**config.mk**
```make
export PLATFORM = sky130hd
export DESIGN_NAME = bus_trace_buffer
export DESIGN_NICKNAME = d
export VERILOG_FILES = /design/src/rtl/bus_trace_buffer.sv
export SDC_FILE = /design/constraint.sdc
export NUM_CORES = 1
export LEC_CHECK = 0
export ABC_AREA = 1
export ABC_CLOCK_PERIOD_IN_PS = 3590
export CAP_MARGIN = 25
export CORE_ASPECT_RATIO = 0.5
export CORE_MARGIN = 2
export CORE_UTILIZATION = 40
export CTS_CLUSTER_DIAMETER = 120
export CTS_CLUSTER_SIZE = 30
export DETAILED_ROUTE_END_ITERATION = 16
export HOLD_SLACK_MARGIN = 0.05
export PLACE_DENSITY = 0.57
export RECOVER_POWER = 100
export SYNTH_ARGS = -nofsm -noshare
export SYNTH_HDL_FRONTEND = slang
export SYNTH_SLANG_ARGS = --single-unit
```
**constraint.sdc**
```tcl
create_clock -name clock -period 3.59 [get_ports clock]
set_clock_uncertainty 0.05 [all_clocks]
set_input_delay 1.077 -clock clock [delete_from_list [all_inputs] [get_ports clock]]
set_output_delay 1.077 -clock clock [all_outputs]
set_load 0.02 [all_outputs]
```
**src/rtl/bus_trace_buffer.sv**
```systemverilog
// Passive system-bus observer. Qualifying bus cycles go into a circular trace RAM.
// Capture stops a programmable number of entries after an address trigger; the window is read back through a registered port.
module bus_trace_buffer #(
  parameter  int DATA_WIDTH  = 8,
  parameter  int ADDR_WIDTH  = 12,
  parameter  int DEPTH       = 16,
  parameter  int COUNT_WIDTH = 16,
  localparam int IW          = $clog2(DEPTH),
  localparam int CW          = IW + 1,
  localparam int EW          = ADDR_WIDTH + DATA_WIDTH + 2
) (
  input  logic                   clock,
  input  logic                   reset,
  input  logic [DATA_WIDTH-1:0]  dataBus,
  input  logic [ADDR_WIDTH-1:0]  addressBus,
  input  logic                   write,
  input  logic                   sync,
  input  logic                   arm,
  input  logic [1:0]             capture_mode,
  input  logic [ADDR_WIDTH-1:0]  trigger_address,
  input  logic                   trigger_on_write,
  input  logic [CW-1:0]          post_trigger,
  input  logic                   read_request,
  input  logic [IW-1:0]          read_index,
  output logic                   armed,
  output logic                   triggered,
  output logic                   done,
  output logic                   wrapped,
  output logic [CW-1:0]          entry_count,
  output logic [COUNT_WIDTH-1:0] cycle_count,
  output logic                   read_valid,
  output logic [EW-1:0]          read_data
);

  typedef enum logic [1:0] {
    S_IDLE      = 2'd0,
    S_ARMED     = 2'd1,
    S_TRIGGERED = 2'd2,
    S_DONE      = 2'd3
  } state_t;

  state_t                 state_q, state_d;
  logic [IW-1:0]          wr_ptr_q, wr_ptr_d;
  logic [CW-1:0]          count_q, count_d;
  logic [CW-1:0]          remaining_q, remaining_d;
  logic                   wrapped_q, wrapped_d;
  logic                   triggered_q, triggered_d;
  logic [COUNT_WIDTH-1:0] cycle_q, cycle_d;
  logic                   rd_valid_q, rd_valid_d;
  logic                   rd_zero_q, rd_zero_d;

  logic [EW-1:0]          mem_q [DEPTH];
  logic [EW-1:0]          rd_word_q;

  logic                   qualify;
  logic                   hit;
  logic                   capturing;
  logic                   wr_en;
  logic [CW-1:0]          post_eff;
  logic [IW-1:0]          rd_addr;
  logic [EW-1:0]          wr_word;

  always_comb begin
    qualify = 1'b0;
    case (capture_mode)
      2'd0:    qualify = 1'b1;
      2'd1:    qualify = write;
      2'd2:    qualify = sync;
      default: qualify = write | sync;
    endcase
  end

  assign hit       = qualify && (addressBus == trigger_address) && (write || !trigger_on_write);
  assign capturing = (state_q == S_ARMED) || (state_q == S_TRIGGERED);
  // The arm cycle restarts the trace, so its own bus value is never recorded.
  assign wr_en     = capturing && qualify && !arm && !reset;
  assign wr_word   = {sync, write, addressBus, dataBus};

  always_comb begin
    post_eff = post_trigger;
    if (post_trigger == '0) begin
      post_eff = CW'(1);
    end else if (post_trigger > CW'(DEPTH)) begin
      post_eff = CW'(DEPTH);
    end
  end

  // State register
  always_ff @(posedge clock) begin
    if (reset) begin
      state_q <= S_IDLE;
    end else begin
      state_q <= state_d;
    end
  end

  // Next-state logic
  always_comb begin
    state_d = state_q;
    if (arm) begin
      state_d = S_ARMED;
    end else begin
      case (state_q)
        S_ARMED: begin
          if (wr_en && hit) begin
            state_d = (post_eff == CW'(1)) ? S_DONE : S_TRIGGERED;
          end
        end
        S_TRIGGERED: begin
          if (wr_en && (remaining_q == CW'(1))) begin
            state_d = S_DONE;
          end
        end
        default: state_d = state_q;
      endcase
    end
  end

  // Output logic
  always_comb begin
    armed = (state_q == S_ARMED) || (state_q == S_TRIGGERED);
    done  = (state_q == S_DONE);
  end

  always_comb begin
    wr_ptr_d    = wr_ptr_q;
    count_d     = count_q;
    remaining_d = remaining_q;
    wrapped_d   = wrapped_q;
    triggered_d = triggered_q;
    cycle_d     = cycle_q;
    if (arm) begin
      wr_ptr_d    = '0;
      count_d     = '0;
      remaining_d = '0;
      wrapped_d   = 1'b0;
      triggered_d = 1'b0;
      cycle_d     = '0;
    end else begin
      if (capturing && (cycle_q != '1)) begin
        cycle_d = cycle_q + 1'b1;
      end
      if (wr_en) begin
        wr_ptr_d = wr_ptr_q + 1'b1;
        if (count_q == CW'(DEPTH)) begin
          wrapped_d = 1'b1;
        end else begin
          count_d = count_q + 1'b1;
        end
        if ((state_q == S_ARMED) && hit) begin
          triggered_d = 1'b1;
          remaining_d = post_eff - 1'b1;
        end else if (state_q == S_TRIGGERED) begin
          remaining_d = remaining_q - 1'b1;
        end
      end
    end
  end

  // The oldest entry sits entry_count slots behind the write pointer.
  assign rd_addr = wr_ptr_q - count_q[IW-1:0] + read_index;

  always_comb begin
    rd_valid_d = read_request;
    rd_zero_d  = rd_zero_q;
    if (read_request) begin
      rd_zero_d = (CW'(read_index) >= count_q);
    end
  end

  always_ff @(posedge clock) begin
    if (reset) begin
      wr_ptr_q    <= '0;
      count_q     <= '0;
      remaining_q <= '0;
      wrapped_q   <= 1'b0;
      triggered_q <= 1'b0;
      cycle_q     <= '0;
      rd_valid_q  <= 1'b0;
      rd_zero_q   <= 1'b1;
    end else begin
      wr_ptr_q    <= wr_ptr_d;
      count_q     <= count_d;
      remaining_q <= remaining_d;
      wrapped_q   <= wrapped_d;
      triggered_q <= triggered_d;
      cycle_q     <= cycle_d;
      rd_valid_q  <= rd_valid_d;
      rd_zero_q   <= rd_zero_d;
    end
  end

  // Read-first RAM: a read colliding with a capture write returns the old word.
  always_ff @(posedge clock) begin
    if (wr_en) begin
      mem_q[wr_ptr_q] <= wr_word;
    end
    if (read_request) begin
      rd_word_q <= mem_q[rd_addr];
    end
  end

  genvar gi;
  generate
    for (gi = 0; gi < EW; gi++) begin : g_rd_mask
      assign read_data[gi] = rd_word_q[gi] & ~rd_zero_q;
    end
  endgenerate

  assign triggered   = triggered_q;
  assign wrapped     = wrapped_q;
  assign entry_count = count_q;
  assign cycle_count = cycle_q;
  assign read_valid  = rd_valid_q;

endmodule
```
# Word level (Yosys, flattened, before mapping)
# Memory sizes are Yosys's and may differ from the RTL's. A register that Yosys moved wholly into a read port is not among the register bits.
# Cells that the tools add are included.
# totals
latchBits	0
memories	1
ram_bits	352
rom_bits	0
ff_bits	36
# op_classes
div	0
n_reduce_logical	26
add_sub_neg	7
eq_ne	14
muxes	12
order_cmp	2
mul	0
n_bitwise	25
shift	0
# memory_table
name	depth	word_bits	read_ports	rd_clocked_by_memory_dff	wr	line	rtl
mem_q	16	22	1	1	1	52	logic [EW-1:0] mem_q [DEPTH];
# op_table
operator	n
1-bit bitwise AND	22
5-bit 2-to-1 mux	4
16-bit by 1-bit adder with 16-bit output, second input constant	1
16-bit != test, second input constant	1
12-bit == test	1
5-bit by 1-bit == test with 1-bit output, second input constant	2
5-bit by 1-bit subtractor with 5-bit output, second input constant	2
1-bit logical AND	9
2-bit AND reduction	4
2-bit == test, second input constant	3
3-bit != test, second input constant	2
3-bit AND reduction	2
5-bit by 1-bit adder with 5-bit output, second input constant	1
5-bit == test, second input constant	1
4-bit by 5-bit greater-or-equal comparator with 1-bit output	1
5-bit greater-than comparator, second input constant	1
5-bit logical NOT	1
4-bit by 1-bit adder with 4-bit output, second input constant	1
4-bit adder	1
2-bit by 1-bit == test with 1-bit output, second input constant	2
1-bit 2-to-1 mux	4
2-bit 2-to-1 mux	2
2-bit != test, second input constant	2
2-bit one-hot mux with 2 select lines	1
other kinds (10)	15

# Longest topological paths before layout
# logic_depth
word_depth	9
ltp_mapped	15
depth_no_buf	13

# Least setup slack after synthesis
# No wires, ideal clock.
# synth_timing
path_kind	input port to flip-flop
start	in read_index[1]
end	reg rd_word_q[7], read port of mem_q, data pin
t_arrival_ns	3.155
n_path_buf	2
required_time_ns	3.282
path_stages	11
path_slack_ns	0.126
path_cell_list	inv_1 > fa_1 > inv_1 > fa_1 > clkbuf_1 > clkbuf_1 > o32ai_1 > nand2_1 > o21ai_0 > nand2_1 > o21ai_1
# synth_via
elab_chain_cells	1
# synth_rtl
element	line	rtl
from (decl)	24	input logic [IW-1:0] read_index,
4-bit adder	161	assign rd_addr = wr_ptr_q - count_q[IW-1:0] + read_index;
to (decl)	53	logic [EW-1:0] rd_word_q;
# Every way passes these cells.
# A chain may end at the register's enable or synchronous reset.

# Worst setup path in the final report
# layout_timing
start	in read_index[1]
end	reg rd_word_q[12], read port of mem_q, data pin
# Same word-level chain as after synthesis.

==> flow_metrics.tcl <==
set metrics [dict create \
    place_ws_ns -0.871 \
    ant_nets 0 \
    grt_antenna_before_repair 1 \
    fin_nets 1742 \
    critical_path.max_fanout 6 \
    area_delta_synth_final_pct 16.9 \
    h-tree-depth 1 \
    die_width_um 299 \
    die_y_um 152 \
    dieArea_sq_um 45400 \
    clkLatencyLatePin_ns 0.54 \
    synthXorXnorAreaFrac_pct 0.796 \
    max_slew_margin_pct -46.1 \
    synth-adder-area-share_pct 1.92 \
    required_ns 3.93 \
    synth-edff-count 374 \
    syn_inst 1529 \
    path_clk_slew_ns 0.11 \
    cts_sinks 410 \
    finalCritPeriodShare_pct 96.4 \
    dp_hpwl_um 24900 \
    ys_seq_area_share_pct 68.5 \
    synth_compound_gate_area_share_pct 10.2 \
    hold_viol 0 \
    fin_crit_ns 3.46 \
    dpl_cell_area_sq_um 19900 \
    setup.worst_path.end_class "flop" \
    globalplace.congestion 0.773 \
    synth.mux.area_fraction_pct 1.26 \
    cts_buffers 17 \
    root_buffer "clkbuf_16" \
    drcViolationCount 0 \
    maxCapViolations 1 \
    final_layout_size_suffix_gt1_share_pct 7.54 \
    ys_ff_latch 410 \
    num_rows 54 \
    grt_max_degree 42 \
    peakVddDrop_v 0.000264 \
    grt_overflow 0 \
    routedWlPerCell_um 19.5 \
    grt_pass1_vias 10786 \
    setup_violations 0 \
    firstDrtPassIters 5 \
    p_leak_nw 7.38 \
    crit_chain "clkdlybuf4s15_1 > inv_1 > fa_1 > inv_2 > fa_4 > buf_12 > buf_12 > buf_6 > buf_4 > o21ai_0 > o32ai_1 > inv_1 > o21ai_1 > nand2_1 > o21ai_0" \
    grt_usage_pct 19.4 \
    start_kind "input pin" \
    slowest_delay_ns 0.86 \
    core_sq_um 43300 \
    synth_simple_gate_area_share_pct 11.6 \
    start_util_pct 40.3 \
    post-route-util_pct 47.1 \
    grt_pass1_wl_um 66000 \
    clock_path_buffers 3 \
    drt-initial-drc-count 1114 \
    holdCritPathClass "reg -> reg" \
    fin_area_sq_um 20400 \
    powerDensity_nw_per_um2 454 \
    synth_top_family_by_area "simple AND/OR/NAND/NOR gates" \
    syn_nets 1604 \
    ys_async_sr_fraction_pct 0 \
    worst_slack_ns 0.129 \
    ys.flop_type "edfxtp_1" \
    synth.distinct_cells 36 \
    vias 11400 \
    ctsHoldBuffers 0 \
    outcome "finished, violations left" \
    arrival_ns 3.80 \
    critPathLaunch "read_index[1]" \
    syn_area_per_cell_sq_um 11.4 \
    routed_via_density 5.05 \
    min-delay-start "triggered" \
    port_buffers 97 \
    crit_family "adder cells" \
    drv_slew 22 \
    rsz0062_at_grt "no" \
    drt_wl_total_um 44000 \
    yosysWarnings 0 \
    path_buf_inv 8 \
    io_pins 98 \
    rr_startpoint "wr_ptr_q[1]" \
    violations "capacitance limit, slew limit" \
    fmax_ghz 0.289 \
    worstSetupPathType "in -> reg" \
    syn-cell-area_sq_um 17400 \
    tightestPinTransition_ns 2.19 \
    antenna_cells 0 \
    crit_slowest_cell "fa_4" \
    cts_tree "yes" \
]
[worst reg2reg max path: stages (launching register included)]
cell     delay [ns]
dfxtp_1        0.40
inv_1          0.13
fa_1           0.56
inv_2          0.05
fa_4           0.87
buf_12         0.16
buf_12         0.14
buf_6          0.11
buf_4          0.11
o21ai_0        0.08
o32ai_1        0.14
inv_1          0.07
o21ai_1        0.12
nand2_1        0.05
o21ai_0        0.10
[kinds of logic after synthesis]
kind of cell	after synthesis
flops	410
buf+inv	238
mux	22
simple gates	522
fa+ha+maj	25
xor+xnor	15
compound gates	297
[synth_stat cells, types with 23 or more instances]
library cell / number / share of area (%)
o21ai_1: 41 / 1.2
inv_1: 161 / 3.5
o32ai_1: 66 / 3.3
buf_2: 29 / 0.83
o21ai_0: 138 / 4.0
edfxtp_1: 374 / 64
a21oi_1: 23 / 0.66
nand2_1: 188 / 4.0
dfxtp_1: 36 / 4.1
clkbuf_1: 31 / 0.67
nor2_1: 301 / 6.5
[stage by stage]
stage               instances  hold WS [ns]  setup TNS (ns)  power, mW
finish                   2259         0.417               0       9.26
global route             2259         0.451               0       9.65
CTS                      2259         0.418               0       9.36
detailed placement       2221         0.396          -15.70       6.92
global placement         2221         0.391          -15.01       6.92
floorplan                1529         0.421               0       6.32
[per-layer routing]
metal  up-vias  track usage, %  share of wire [%]
li1       5567               -                  -
met1      5535            28.4                 48
met2       251            31.3                 45
met3        47            2.54                4.9
met4         0            3.33                1.8
met5         -               0                  0
[cell type report]
class	instances	area (sq um)
multi-input cells	881	4660
clock buffers	21	440
flip-flops and latches	410	12000
inverters	165	624
well taps	588	736
repair buffers	192	1960
clock inverters	2	20.0
fillers	3933	22900
[where the power goes]
part	switching, mW	total (mW)	internal, mW	leakage (nW)
Sequential	0.0407	5.34	5.30	3.68
Clock	1.42	2.32	0.895	0.225
Combinational	0.936	1.60	0.665	3.48
[path summary, 6_finish.rpt]
path                   endpoint  slack (ns)  cells after the start
setup / recovery  rd_word_q[12]        0.13                     15
hold / removal        triggered        0.42                      2
setup reg to reg  rd_word_q[12]        0.31                     14
hold reg to reg       triggered        0.42                      2
[sequential cells by signal, indices dropped and copies added, names as in the netlist, 2 cells and up]
register	count
remaining_q	5
mem_q	352
cycle_count	16
entry_count	5
wr_ptr_q	4
rd_word_q	22
state_q	2
[placed cells by master, fill, tap and decap left out, types with 2 or more instances in the layout]
master / count
nor3b_1: 2
o22ai_1: 22
nor2_1: 286
o21ai_0: 134
nand3_1: 16
buf_16: 6
a21oi_1: 23
buf_12: 18
o21a_1: 3
clkbuf_2: 16
buf_4: 29
buf_6: 4
clkbuf_1: 23
dfxtp_1: 36
edfxtp_1: 374
fa_1: 2
o32ai_1: 62
nor2_4: 10
nor2_2: 6
o32ai_2: 4
dlygate4sd3_1: 70
clkbuf_16: 17
ha_1: 21
inv_2: 3
nand2_1: 188
nand4_1: 4
nor3_1: 8
clkbuf_4: 2
o21ai_1: 44
mux2i_1: 22
clkdlybuf4s50_1: 25
xnor2_1: 6
inv_6: 2
inv_1: 161
xor2_1: 7
[what timing repair did]
action | 4_1_cts | 5_1_grt
endpoints found under the setup margin | 21 | 4
pin swaps | 8 | 5
buffers inserted | 8 | 0
resized for setup | 24 | 6
cloned | 7 | 0
Power figures use the tool's default switching activity.
